## config.mk

```make
export PLATFORM = sky130hd
export DESIGN_NAME = sclk_tone_gen
export DESIGN_NICKNAME = d
export VERILOG_FILES = /design/src/rtl/sclk_tone_gen.sv
export SDC_FILE = /design/constraint.sdc
export NUM_CORES = 1
export LEC_CHECK = 0
export CORE_MARGIN = 8
export CORE_UTILIZATION = 49
export DETAILED_ROUTE_END_ITERATION = 8
export HOLD_SLACK_MARGIN = 0.15
export PLACE_DENSITY = 0.84
export SYNTH_ARGS = -nofsm -noshare
export SYNTH_HDL_FRONTEND = slang
export SYNTH_SLANG_ARGS = --single-unit
```

## constraint.sdc

```tcl
create_clock -name CLK -period 2 [get_ports CLK]
set_input_delay 0.4 -clock CLK [delete_from_list [all_inputs] [get_ports CLK]]
set_output_delay 0.4 -clock CLK [all_outputs]
set_load 0.005 [all_outputs]
```

## src/rtl/sclk_tone_gen.sv

```systemverilog
// Square-wave speaker clock divider: MAXCOUNT is the half-period terminal count,
// retunes and stops are only honoured at half-period boundaries so SCLK never glitches.
module sclk_tone_gen #(
    parameter int WIDTH = 16
) (
    input  logic             CLK,
    input  logic             RST_N,
    input  logic [WIDTH-1:0] MAXCOUNT,
    input  logic             EN,
    output logic             SCLK,
    output logic             PERIOD_TICK,
    output logic             ACTIVE
);

    typedef enum logic {
        IDLE = 1'b0,
        RUN  = 1'b1
    } state_t;

    state_t           state_q, state_d;
    logic [WIDTH-1:0] mc_q, mc_d;
    logic [WIDTH-1:0] count_q, count_d;
    logic             sclk_q, sclk_d;
    logic             tick_q, tick_d;
    logic             start;
    logic             stop;
    logic             boundary;

    assign start    = EN & (MAXCOUNT != '0);
    assign stop     = ~EN | (MAXCOUNT == '0);
    assign boundary = (count_q == mc_q);

    always_comb begin
        state_d = state_q;
        mc_d    = mc_q;
        count_d = count_q;
        sclk_d  = sclk_q;
        tick_d  = 1'b0;
        case (state_q)
            IDLE: begin
                count_d = '0;
                sclk_d  = 1'b0;
                if (start) begin
                    state_d = RUN;
                    mc_d    = MAXCOUNT;
                end
            end
            RUN: begin
                if (!boundary) begin
                    count_d = count_q + {{(WIDTH-1){1'b0}}, 1'b1};
                end else begin
                    count_d = '0;
                    // A stop seen at the boundary always lands low; a pending high half is never cut short.
                    if (stop) begin
                        sclk_d  = 1'b0;
                        state_d = IDLE;
                    end else begin
                        sclk_d = ~sclk_q;
                        mc_d   = MAXCOUNT;
                        tick_d = ~sclk_q;
                    end
                end
            end
            default: begin
                state_d = IDLE;
                count_d = '0;
                sclk_d  = 1'b0;
            end
        endcase
    end

    always_ff @(posedge CLK or negedge RST_N) begin
        if (!RST_N) begin
            state_q <= IDLE;
            mc_q    <= '0;
            count_q <= '0;
            sclk_q  <= 1'b0;
            tick_q  <= 1'b0;
        end else begin
            state_q <= state_d;
            mc_q    <= mc_d;
            count_q <= count_d;
            sclk_q  <= sclk_d;
            tick_q  <= tick_d;
        end
    end

    assign SCLK        = sclk_q;
    assign PERIOD_TICK = tick_q;
    assign ACTIVE      = (state_q == RUN);

endmodule

```

==> impl_metrics.env, run 1 <==
export IMPL_status="finished with violations"
export IMPL_violations="setup timing"
export IMPL_dp_hpwl_um=2960
export IMPL_rsz0062_at_grt="true"
export IMPL_diodes=0
export IMPL_worst_r2r_setup_slack_ps=-20
export IMPL_setup_slack_ps=-22.1
export IMPL_slowest_delay_ps=420
export IMPL_max_freq_mhz=495
export IMPL_cp_startpoint="mc_q[10]"
export IMPL_worst_hold_slack_ps=476
export IMPL_fin_tns_setup_ps=-117
export IMPL_path_cells="xnor2_1 > nand4_1 > buf_4 > o41ai_4 > nand2b_1 > buf_12 > mux2_4"
export IMPL_critPathArrivalTime_ps=2240
export IMPL_wl_met3_um=228
export IMPL_power_uw=1870
export IMPL_synth_seq_cells=35
export IMPL_cp_required_ps=2220
export IMPL_first_pass_iters=4
export IMPL_path_max_fanout=16
export IMPL_wl_um=3960
export IMPL_htreeDepth=2
export IMPL_endpoint_kind="flip-flop"
export IMPL_synth_distinct_cells=25
export IMPL_final_max_slew_viol_count=0
export IMPL_syn_nets=166
export IMPL_cts_tree="built"
export IMPL_gp_congestion=0.843
export IMPL_timing_rr_end="mc_q[15]"
export IMPL_netlist_area_mm2=0.00171
export IMPL_path_depth=7
export IMPL_cp_start_kind="flip-flop"
export IMPL_finalCritPeriodShare_pct=101
export IMPL_cellPowerDensity_mw_per_mm2=827
export IMPL_antenna_found_initial=0
export IMPL_top_layer_used="met4"
export IMPL_die_width_um=75.1
export IMPL_hp_class="input port to async pin"
export IMPL_slowest_stage="dfrtp_1"
export IMPL_viasPerCell=5.23
export IMPL_ir_drop_mv=0.479
export IMPL_clock_latency_ps=340
export IMPL_chipHeight_um=75.1
export IMPL_hold_viol=0
export IMPL_final_antenna_net_count=0
export IMPL_clk_pin_slew_ps=100
export IMPL_yosys_warnings=0
export IMPL_start_util_pct=51.3
export IMPL_grt_start_max_net_pins=36
export IMPL_endpoint="mc_q[15]"
export IMPL_rows=21
export IMPL_remaining_drc_errors=0
export IMPL_wl_met1_um=1580
export IMPL_worst_slew_pin_slew_ps=439
export IMPL_p_leak_uw=0.00105
export IMPL_grt_usage_pct=15.8
export IMPL_grt_pass1_vias=1410
export IMPL_relSlewSlack_pct=70.8
export IMPL_final_common_cell="dfrtp_1"
export IMPL_dieArea_mm2=0.00564
export IMPL_drt_iter0_markers=114
export IMPL_grt_overflow=0
export IMPL_cts_hold_fix_buffers=0
export IMPL_syn_avg_cell_area_um2=11.7
export IMPL_io_pin_count=22
export IMPL_root_buffer="clkbuf_4"
export IMPL_clk_path_buf_depth=2
export IMPL_postSynthCellCount=146
export IMPL_rr_worst_depth=7
export IMPL_layout_common_cells="34 x dfrtp_1, 25 x buf_4, 23 x xnor2_1, 21 x clkdlybuf4s50_1, 19 x nor2_1"
export IMPL_fin_crit_ps=2020
export IMPL_cap_violations=0
export IMPL_vias=1270
export IMPL_wire_per_inst_um=16.3
export IMPL_skew_ps=7.31
export IMPL_route_met2_wl_um=2100
export IMPL_r2r_start="mc_q[10]"
export IMPL_critPathTopFamily="flip-flops"
export IMPL_ys_seq_area_share_pct=51.2
export IMPL_num_nets_final=218
export IMPL_drive_gt1_share_pct=29.9
export IMPL_io_buffers=21
export IMPL_area_growth_pct=32.3
export IMPL_worst_path_buf_inv=2
export IMPL_setup_viol=10
export IMPL_numCtsBuffers=5
export IMPL_grt_pass1_wl_um=6610
export IMPL_worst_setup_path_type="flip-flop to flip-flop"
export IMPL_core_mm2=0.00334
export IMPL_clock_sinks=35
area by class of cell:
cell class	instances	area, um^2
fillers	243	1070
flip-flops and latches	35	877
multi-input cells	105	848
repair buffers	48	429
well taps	46	57.6
clock buffers	6	41.3
inverters	3	11.3
stage by stage:
stage                     setup slack, ps  std cells  util, %  cell area (um^2)
after detailed placement             -356        234     64.5              2150
final                               -22.1        243     67.9              2260
after global routing                -99.6        243     67.9              2260
after global placement               -292        234     64.5              2150
after floorplan                     -15.6        146        -              1720
after CTS                           -19.0        242     66.3              2210
worst min-delay path by stage:
stage                        from  endpoint  slack, ps  cells past startpoint
after floorplan             RST_N    ACTIVE        100                      0
after global placement    mc_q[0]   mc_q[0]        530                      1
after detailed placement  mc_q[1]   mc_q[1]        520                      1
after CTS                   RST_N  mc_q[15]        490                      2
after global routing        RST_N   mc_q[2]        510                      2
final                       RST_N   mc_q[9]        480                      2
flip-flops by register name, summed over array words and instances (netlist names):
signal and cells:
mc_q 16, count_q 16, ACTIVE 1, PERIOD_TICK 1
SCLK 1
synthesized netlist by cell type:
cell / number / area (um^2)
mux2_4: 10 / 150
nor3_1: 3 / 15.0
nand2b_1: 2 / 12.5
xor2_1: 4 / 35.0
nor4_1: 4 / 25.0
mux2_2: 6 / 67.6
nor2_1: 20 / 75.1
clkbuf_1: 1 / 3.75
nor2b_1: 1 / 6.26
inv_1: 3 / 11.3
nand4_1: 5 / 31.3
ha_1: 1 / 12.5
o41ai_4: 1 / 27.5
or3_1: 1 / 6.26
a21boi_0: 1 / 7.51
buf_2: 1 / 5.00
buf_6: 1 / 11.3
xnor2_1: 26 / 228
and3_1: 5 / 31.3
dfrtp_1: 35 / 876
or2_2: 1 / 6.26
nand3_1: 5 / 25.0
or4_1: 1 / 7.51
and4_1: 1 / 8.76
nand2_1: 7 / 26.3
layer usage:
metal | track usage, % | vias up
met2 | 27.1 | 33
met1 | 17.3 | 632
met3 | 5.99 | 6
met4 | 5.65 | 0
met5 | 0 | -
li1 | - | 599
cells by family (layout without fill, tap and decap cells):
kind of cell / Yosys count / after routing / synth area share (%)
AND/OR/NAND/NOR: 56 / 56 / 16.2
flip-flops: 35 / 35 / 51.2
XOR/XNOR: 30 / 30 / 15.4
multiplexers: 16 / 16 / 12.7
buffers and inverters: 6 / 57 / 1.83
AO/OA/AOI/OAI: 2 / 2 / 2.05
adder cells (fa/ha/maj): 1 / 1 / 0.731
repair_timing:
| item | in CTS | in global routing |
|---|---|---|
| pin swaps | 3 | 5 |
| resized for setup | 1 | 10 |
| buffers inserted | 2 | 1 |
| endpoints found under the setup margin | 17 | 18 |
power by group:
part,internal (uW),switching (uW)
Sequential,826,114
Clock,125,206
Combinational,347,255
Total,1300,575
Power figures use the tool's default switching activity.
==> inputs of run 2 (changes only) <==
--- a/config.mk
+++ b/config.mk
@@ -10,6 +10,7 @@
 export DETAILED_ROUTE_END_ITERATION = 8
 export HOLD_SLACK_MARGIN = 0.15
 export PLACE_DENSITY = 0.84
+export SKIP_LAST_GASP = 1
 export SYNTH_ARGS = -nofsm -noshare
 export SYNTH_HDL_FRONTEND = slang
 export SYNTH_SLANG_ARGS = --single-unit
==> impl_metrics.env, run 2 (same netlist as run 1, synthesis figures left out) <==
export IMPL_status="finished with violations"
export IMPL_violations="setup timing"
export IMPL_drt_iter0_markers=113
export IMPL_use_met2_pct=27.1
export IMPL_dp_hpwl_um=2960
export IMPL_area_growth_pct=32.1
export IMPL_multiInputGateArea_um2=848
export IMPL_seqPwrFrac_pct=50.2
export IMPL_skew_ps=7.32
export IMPL_clock_latency_ps=340
export IMPL_finalInstanceArea_mm2=0.00226
export IMPL_cp_required_ps=2220
export IMPL_dieArea_mm2=0.00564
export IMPL_rows=21
export IMPL_root_buffer="clkbuf_4"
export IMPL_fin_cells=243
export IMPL_io_buffers=21
export IMPL_die_width_um=75.1
export IMPL_layout_common_cells="34 x dfrtp_1, 26 x buf_4, 23 x xnor2_1, 21 x clkdlybuf4s50_1, 19 x nor2_1"
export IMPL_placed_cells_incl_taps=234
export IMPL_post_dp_cell_area_mm2=0.00215
export IMPL_wl_um=3950
export IMPL_path_max_fanout=16
export IMPL_seq_area_um2=877
export IMPL_busiest_layer="met2"
export IMPL_num_nets_final=218
export IMPL_worst_setup_path_type="flip-flop to flip-flop"
export IMPL_gp_congestion=0.843
export IMPL_grt_usage_pct=15.8
export IMPL_chipHeight_um=75.1
export IMPL_critPathArrivalTime_ps=2250
export IMPL_clk_pin_slew_ps=100
export IMPL_clk_path_buf_depth=2
export IMPL_remaining_drc_errors=0
export IMPL_final_antenna_net_count=0
export IMPL_hold_viol=0
export IMPL_grt_overflow=0
export IMPL_start_util_pct=51.3
export IMPL_ir_drop_mv=0.468
export IMPL_wire_per_inst_um=16.2
export IMPL_setup_slack_ps=-28.4
export IMPL_cts_tree="built"
export IMPL_final_common_cell="dfrtp_1"
export IMPL_finalCritPeriodShare_pct=101
export IMPL_p_leak_uw=0.00104
export IMPL_rr_worst_depth=7
export IMPL_relSlewSlack_pct=70.8
export IMPL_vias=1266
export IMPL_grt_pass1_wl_um=6610
export IMPL_htreeDepth=2
export IMPL_cp_startpoint="mc_q[10]"
export IMPL_rsz0062_at_grt="true"
export IMPL_first_pass_iters=4
export IMPL_grt_start_max_net_pins=36
export IMPL_cellPowerDensity_mw_per_mm2=829
export IMPL_final_max_slew_viol_count=0
export IMPL_fillers=242
export IMPL_power_internal_uw=1300
export IMPL_fin_tns_setup_ps=-184
export IMPL_io_pin_count=22
export IMPL_cts_hold_fix_buffers=0
export IMPL_worst_slew_pin_slew_ps=438
export IMPL_cp_start_kind="flip-flop"
export IMPL_grt_use_met3_pct=5.99
export IMPL_max_freq_mhz=493
export IMPL_cap_violations=0
export IMPL_netSwitchingFraction_pct=30.7
export IMPL_clock_sinks=35
export IMPL_numCtsBuffers=5
export IMPL_drive_gt1_share_pct=29.9
export IMPL_r2r_start="mc_q[10]"
export IMPL_power_frac_clock_pct=17.7
export IMPL_setup_viol=11
export IMPL_antenna_found_initial=0
export IMPL_endpoint_kind="flip-flop"
export IMPL_largestRegisters="count_q: 16 flops, mc_q: 16 flops"
export IMPL_viasPerCell=5.21
export IMPL_core_mm2=0.00334
export IMPL_pwr_share_comb_pct=32.1
export IMPL_fin_crit_ps=2030
export IMPL_switchingPower_uw=576
export IMPL_grt_pass1_vias=1410
export IMPL_hp_class="input port to async pin"
export IMPL_diodes=0
export IMPL_gr_usage_met1_pct=17.3
==> run 2: power groups by stage <==
stage / registers, uW / clock network (uW) / logic (uW)
2_1_floorplan: 940 / 0 / 292
3_3_place_gp: 937 / 0 / 520
3_5_place_dp: 943 / 0 / 553
4_1_cts: 930 / 344 / 564
5_1_grt: 951 / 373 / 663
6_report: 941 / 331 / 602
==> run 2: worst paths after layout <==
| path | end | slack, ps |
|---|---|---|
| max in group asynchronous | count_q[5] | 1180 |
| worst max register to register | mc_q[15] | -30 |
| min in group CLK | mc_q[1] | 540 |
| worst min register to register | mc_q[1] | 540 |
| worst max-delay path | mc_q[15] | -30 |
| worst min-delay path | mc_q[9] | 480 |
==> run 2: critical path, cell delays in order (launching register included) <==
cell,delay (ps)
dfrtp_1,420
xnor2_1,200
nand4_1,140
buf_4,160
o41ai_4,370
nand2b_1,140
buf_12,180
mux2_4,300
==> run 2: layout make-up <==
| cell class | count | area share [%] |
|---|---|---|
| inverter | 3 | 0.498 |
| tap | 46 | 2.55 |
| timing repair buffer | 48 | 18.8 |
| clock buffer | 6 | 1.83 |
| multi-input combinational | 105 | 37.5 |
| sequential | 35 | 38.8 |
==> run 2: through the flow <==
stage | setup WS (ps) | total power, uW | utilization, % | hold slack, ps
2_1_floorplan | -15.6 | 1230 | - | 104
3_3_place_gp | -292 | 1460 | 64.5 | 527
3_5_place_dp | -356 | 1500 | 64.5 | 520
4_1_cts | -19.0 | 1840 | 66.3 | 485
5_1_grt | -99.6 | 1990 | 67.8 | 510
6_report | -28.4 | 1870 | 67.8 | 476
==> run 2: routing by layer <==
layer	up-vias	routed length [um]	share of wire [%]
met5	-	0	0
met4	0	63	1.6
met3	8	254	6.4
met2	31	2090	53
met1	628	1540	39
li1	599	-	-
==> run 2: timing repair <==
action | CTS | global route
pin swaps | 3 | 5
gates resized for setup | 1 | 9
setup buffers | 2 | 1
setup endpoints to repair | 17 | 18
==> inputs of run 3 (changes only) <==
--- a/config.mk
+++ b/config.mk
@@ -6,10 +6,10 @@
 export NUM_CORES = 1
 export LEC_CHECK = 0
 export CORE_MARGIN = 8
-export CORE_UTILIZATION = 49
+export CORE_UTILIZATION = 55
 export DETAILED_ROUTE_END_ITERATION = 8
 export HOLD_SLACK_MARGIN = 0.15
-export PLACE_DENSITY = 0.84
+export PLACE_DENSITY = 0.88
 export SKIP_LAST_GASP = 1
 export SYNTH_ARGS = -nofsm -noshare
 export SYNTH_HDL_FRONTEND = slang
==> constraint.sdc (replaced) <==
create_clock -name CLK -period 2.4 [get_ports CLK]
set_input_delay 0.48 -clock CLK [delete_from_list [all_inputs] [get_ports CLK]]
set_output_delay 0.48 -clock CLK [all_outputs]
set_load 0.005 [all_outputs]
==> impl_metrics.env, run 3 (same netlist as run 1, synthesis figures left out) <==
export IMPL_status="finished, final reports clean"
export IMPL_first_pass_iters=4
export IMPL_final_max_slew_viol_count=0
export IMPL_relSlewSlack_pct=71.3
export IMPL_root_buffer="clkbuf_4"
export IMPL_clk_pin_slew_ps=100
export IMPL_diodes=0
export IMPL_layout_common_cells="35 x dfrtp_1, 26 x xnor2_1, 21 x clkdlybuf4s50_1, 20 x nor2_1, 10 x mux2_4"
export IMPL_setup_viol=0
export IMPL_ctsResizeCount=0
export IMPL_worst_slew_pin_slew_ps=430
export IMPL_slowest_stage="or4_1"
export IMPL_wl_um=3470
export IMPL_grt_pass1_vias=1260
export IMPL_htreeDepth=2
export IMPL_post_cts_buffers=0
export IMPL_io_pin_count=22
export IMPL_numCtsBuffers=5
export IMPL_drt_iter0_markers=44
export IMPL_grt_overflow=0
export IMPL_path_cells="xnor2_1 > nand4_1 > or4_1 > or3_1 > a21boi_0"
export IMPL_cts_tree="built"
export IMPL_worst_setup_path_type="flip-flop to flip-flop"
export IMPL_gr_usage_met1_pct=16.4
export IMPL_dp_hpwl_um=2700
export IMPL_worst_path_buf_inv=0
export IMPL_core_mm2=0.00300
export IMPL_rsz0062_at_grt="false"
export IMPL_grt_pass1_wl_um=5870
export IMPL_cellPowerDensity_mw_per_mm2=715
export IMPL_io_buffers=21
export IMPL_cts_hold_fix_buffers=0
export IMPL_path_max_fanout=5
export IMPL_drive_gt1_share_pct=16.1
export IMPL_setup_slack_ps=309
export IMPL_grt_start_max_net_pins=36
export IMPL_clk_path_buf_depth=2
export IMPL_gp_congestion=0.892
export IMPL_largestRegisters="count_q: 16 flops, mc_q: 16 flops"
export IMPL_dieArea_mm2=0.00515
export IMPL_viasPerCell=5.60
export IMPL_clock_sinks=35
export IMPL_fin_crit_ps=2090
export IMPL_wire_per_inst_um=16.8
export IMPL_rows=20
export IMPL_cp_required_ps=2660
export IMPL_hold_viol=0
export IMPL_vias=1159
export IMPL_finalCritPeriodShare_pct=87.1
export IMPL_area_growth_pct=18.9
export IMPL_slowest_delay_ps=610
export IMPL_cap_violations=0
export IMPL_chipHeight_um=71.8
export IMPL_ir_drop_mv=0.449
export IMPL_worst_r2r_setup_slack_ps=310
export IMPL_clock_latency_ps=330
export IMPL_die_width_um=71.8
export IMPL_final_antenna_net_count=0
export IMPL_final_common_cell="dfrtp_1"
export IMPL_critPathTopFamily="simple AND/OR/NAND/NOR gates"
export IMPL_hp_class="flip-flop to flip-flop"
export IMPL_p_leak_uw=0.000917
export IMPL_skew_ps=7.41
export IMPL_fin_cells=207
export IMPL_start_util_pct=57.0
export IMPL_endpoint_kind="flip-flop"
export IMPL_grt_use_met3_pct=3.63
export IMPL_use_met2_pct=24.4
export IMPL_grt_usage_pct=14.7
export IMPL_fin_tns_setup_ps=0
export IMPL_max_freq_mhz=478
export IMPL_pre_cts_ws_ps=-7.79
export IMPL_remaining_drc_errors=0
export IMPL_power_uw=1460
export IMPL_num_nets_final=194
export IMPL_critPathArrivalTime_ps=2350
export IMPL_cp_start_kind="flip-flop"
export IMPL_antenna_found_initial=0
export IMPL_busiest_layer="met2"
export IMPL_placed_cells_incl_taps=200
==> run 3: worst paths after layout <==
| check | from | to | depth (start not counted) |
|---|---|---|---|
| setup / recovery | count_q[10] | SCLK | 5 |
| hold / removal | count_q[0] | count_q[0] | 1 |
| setup reg to reg | count_q[10] | SCLK | 5 |
| hold reg to reg | count_q[0] | count_q[0] | 1 |
| max in group asynchronous | RST_N | count_q[13] | 2 |
| min in group asynchronous | RST_N | SCLK | 2 |
==> run 3: per-layer routing <==
metal	wire length, um	up-vias
met5	0	-
met3	146	7
met2	1780	28
met4	92	0
li1	-	551
met1	1450	573
==> run 3: area by class of cell <==
type	instances	area, um^2
fill	209	968
sequential	35	876
multi-input combinational	105	805
timing repair buffer	24	245
clock buffer	6	51.3
tap	33	41.3
inverter	3	11.3
clock inverter	1	5.00
==> run 3: through the flow <==
step | instance area [um^2] | utilization [%] | hold WS [ps]
3_3_place_gp | 1980 | 65.9 | 510
4_1_cts | 2030 | 67.8 | 544
3_5_place_dp | 1980 | 65.9 | 516
6_report | 2030 | 67.8 | 540
2_1_floorplan | 1710 | - | 184
5_1_grt | 2030 | 67.8 | 567
==> run 3: report_power, final <==
group / switching, uW / internal (uW)
clock network: 184 / 136
registers: 120 / 686
logic: 134 / 196
total: 437 / 1020
==> run 3: worst reg2reg max path, delay by kind of cell (launching register included) <==
| family | cells | cell delay, ps |
|---|---|---|
| xor gates and xnor gates | 1 | 190 |
| and+or+nand+nor | 3 | 1210 |
| AOI/OAI and AO/OA | 1 | 170 |
| DFF | 1 | 450 |
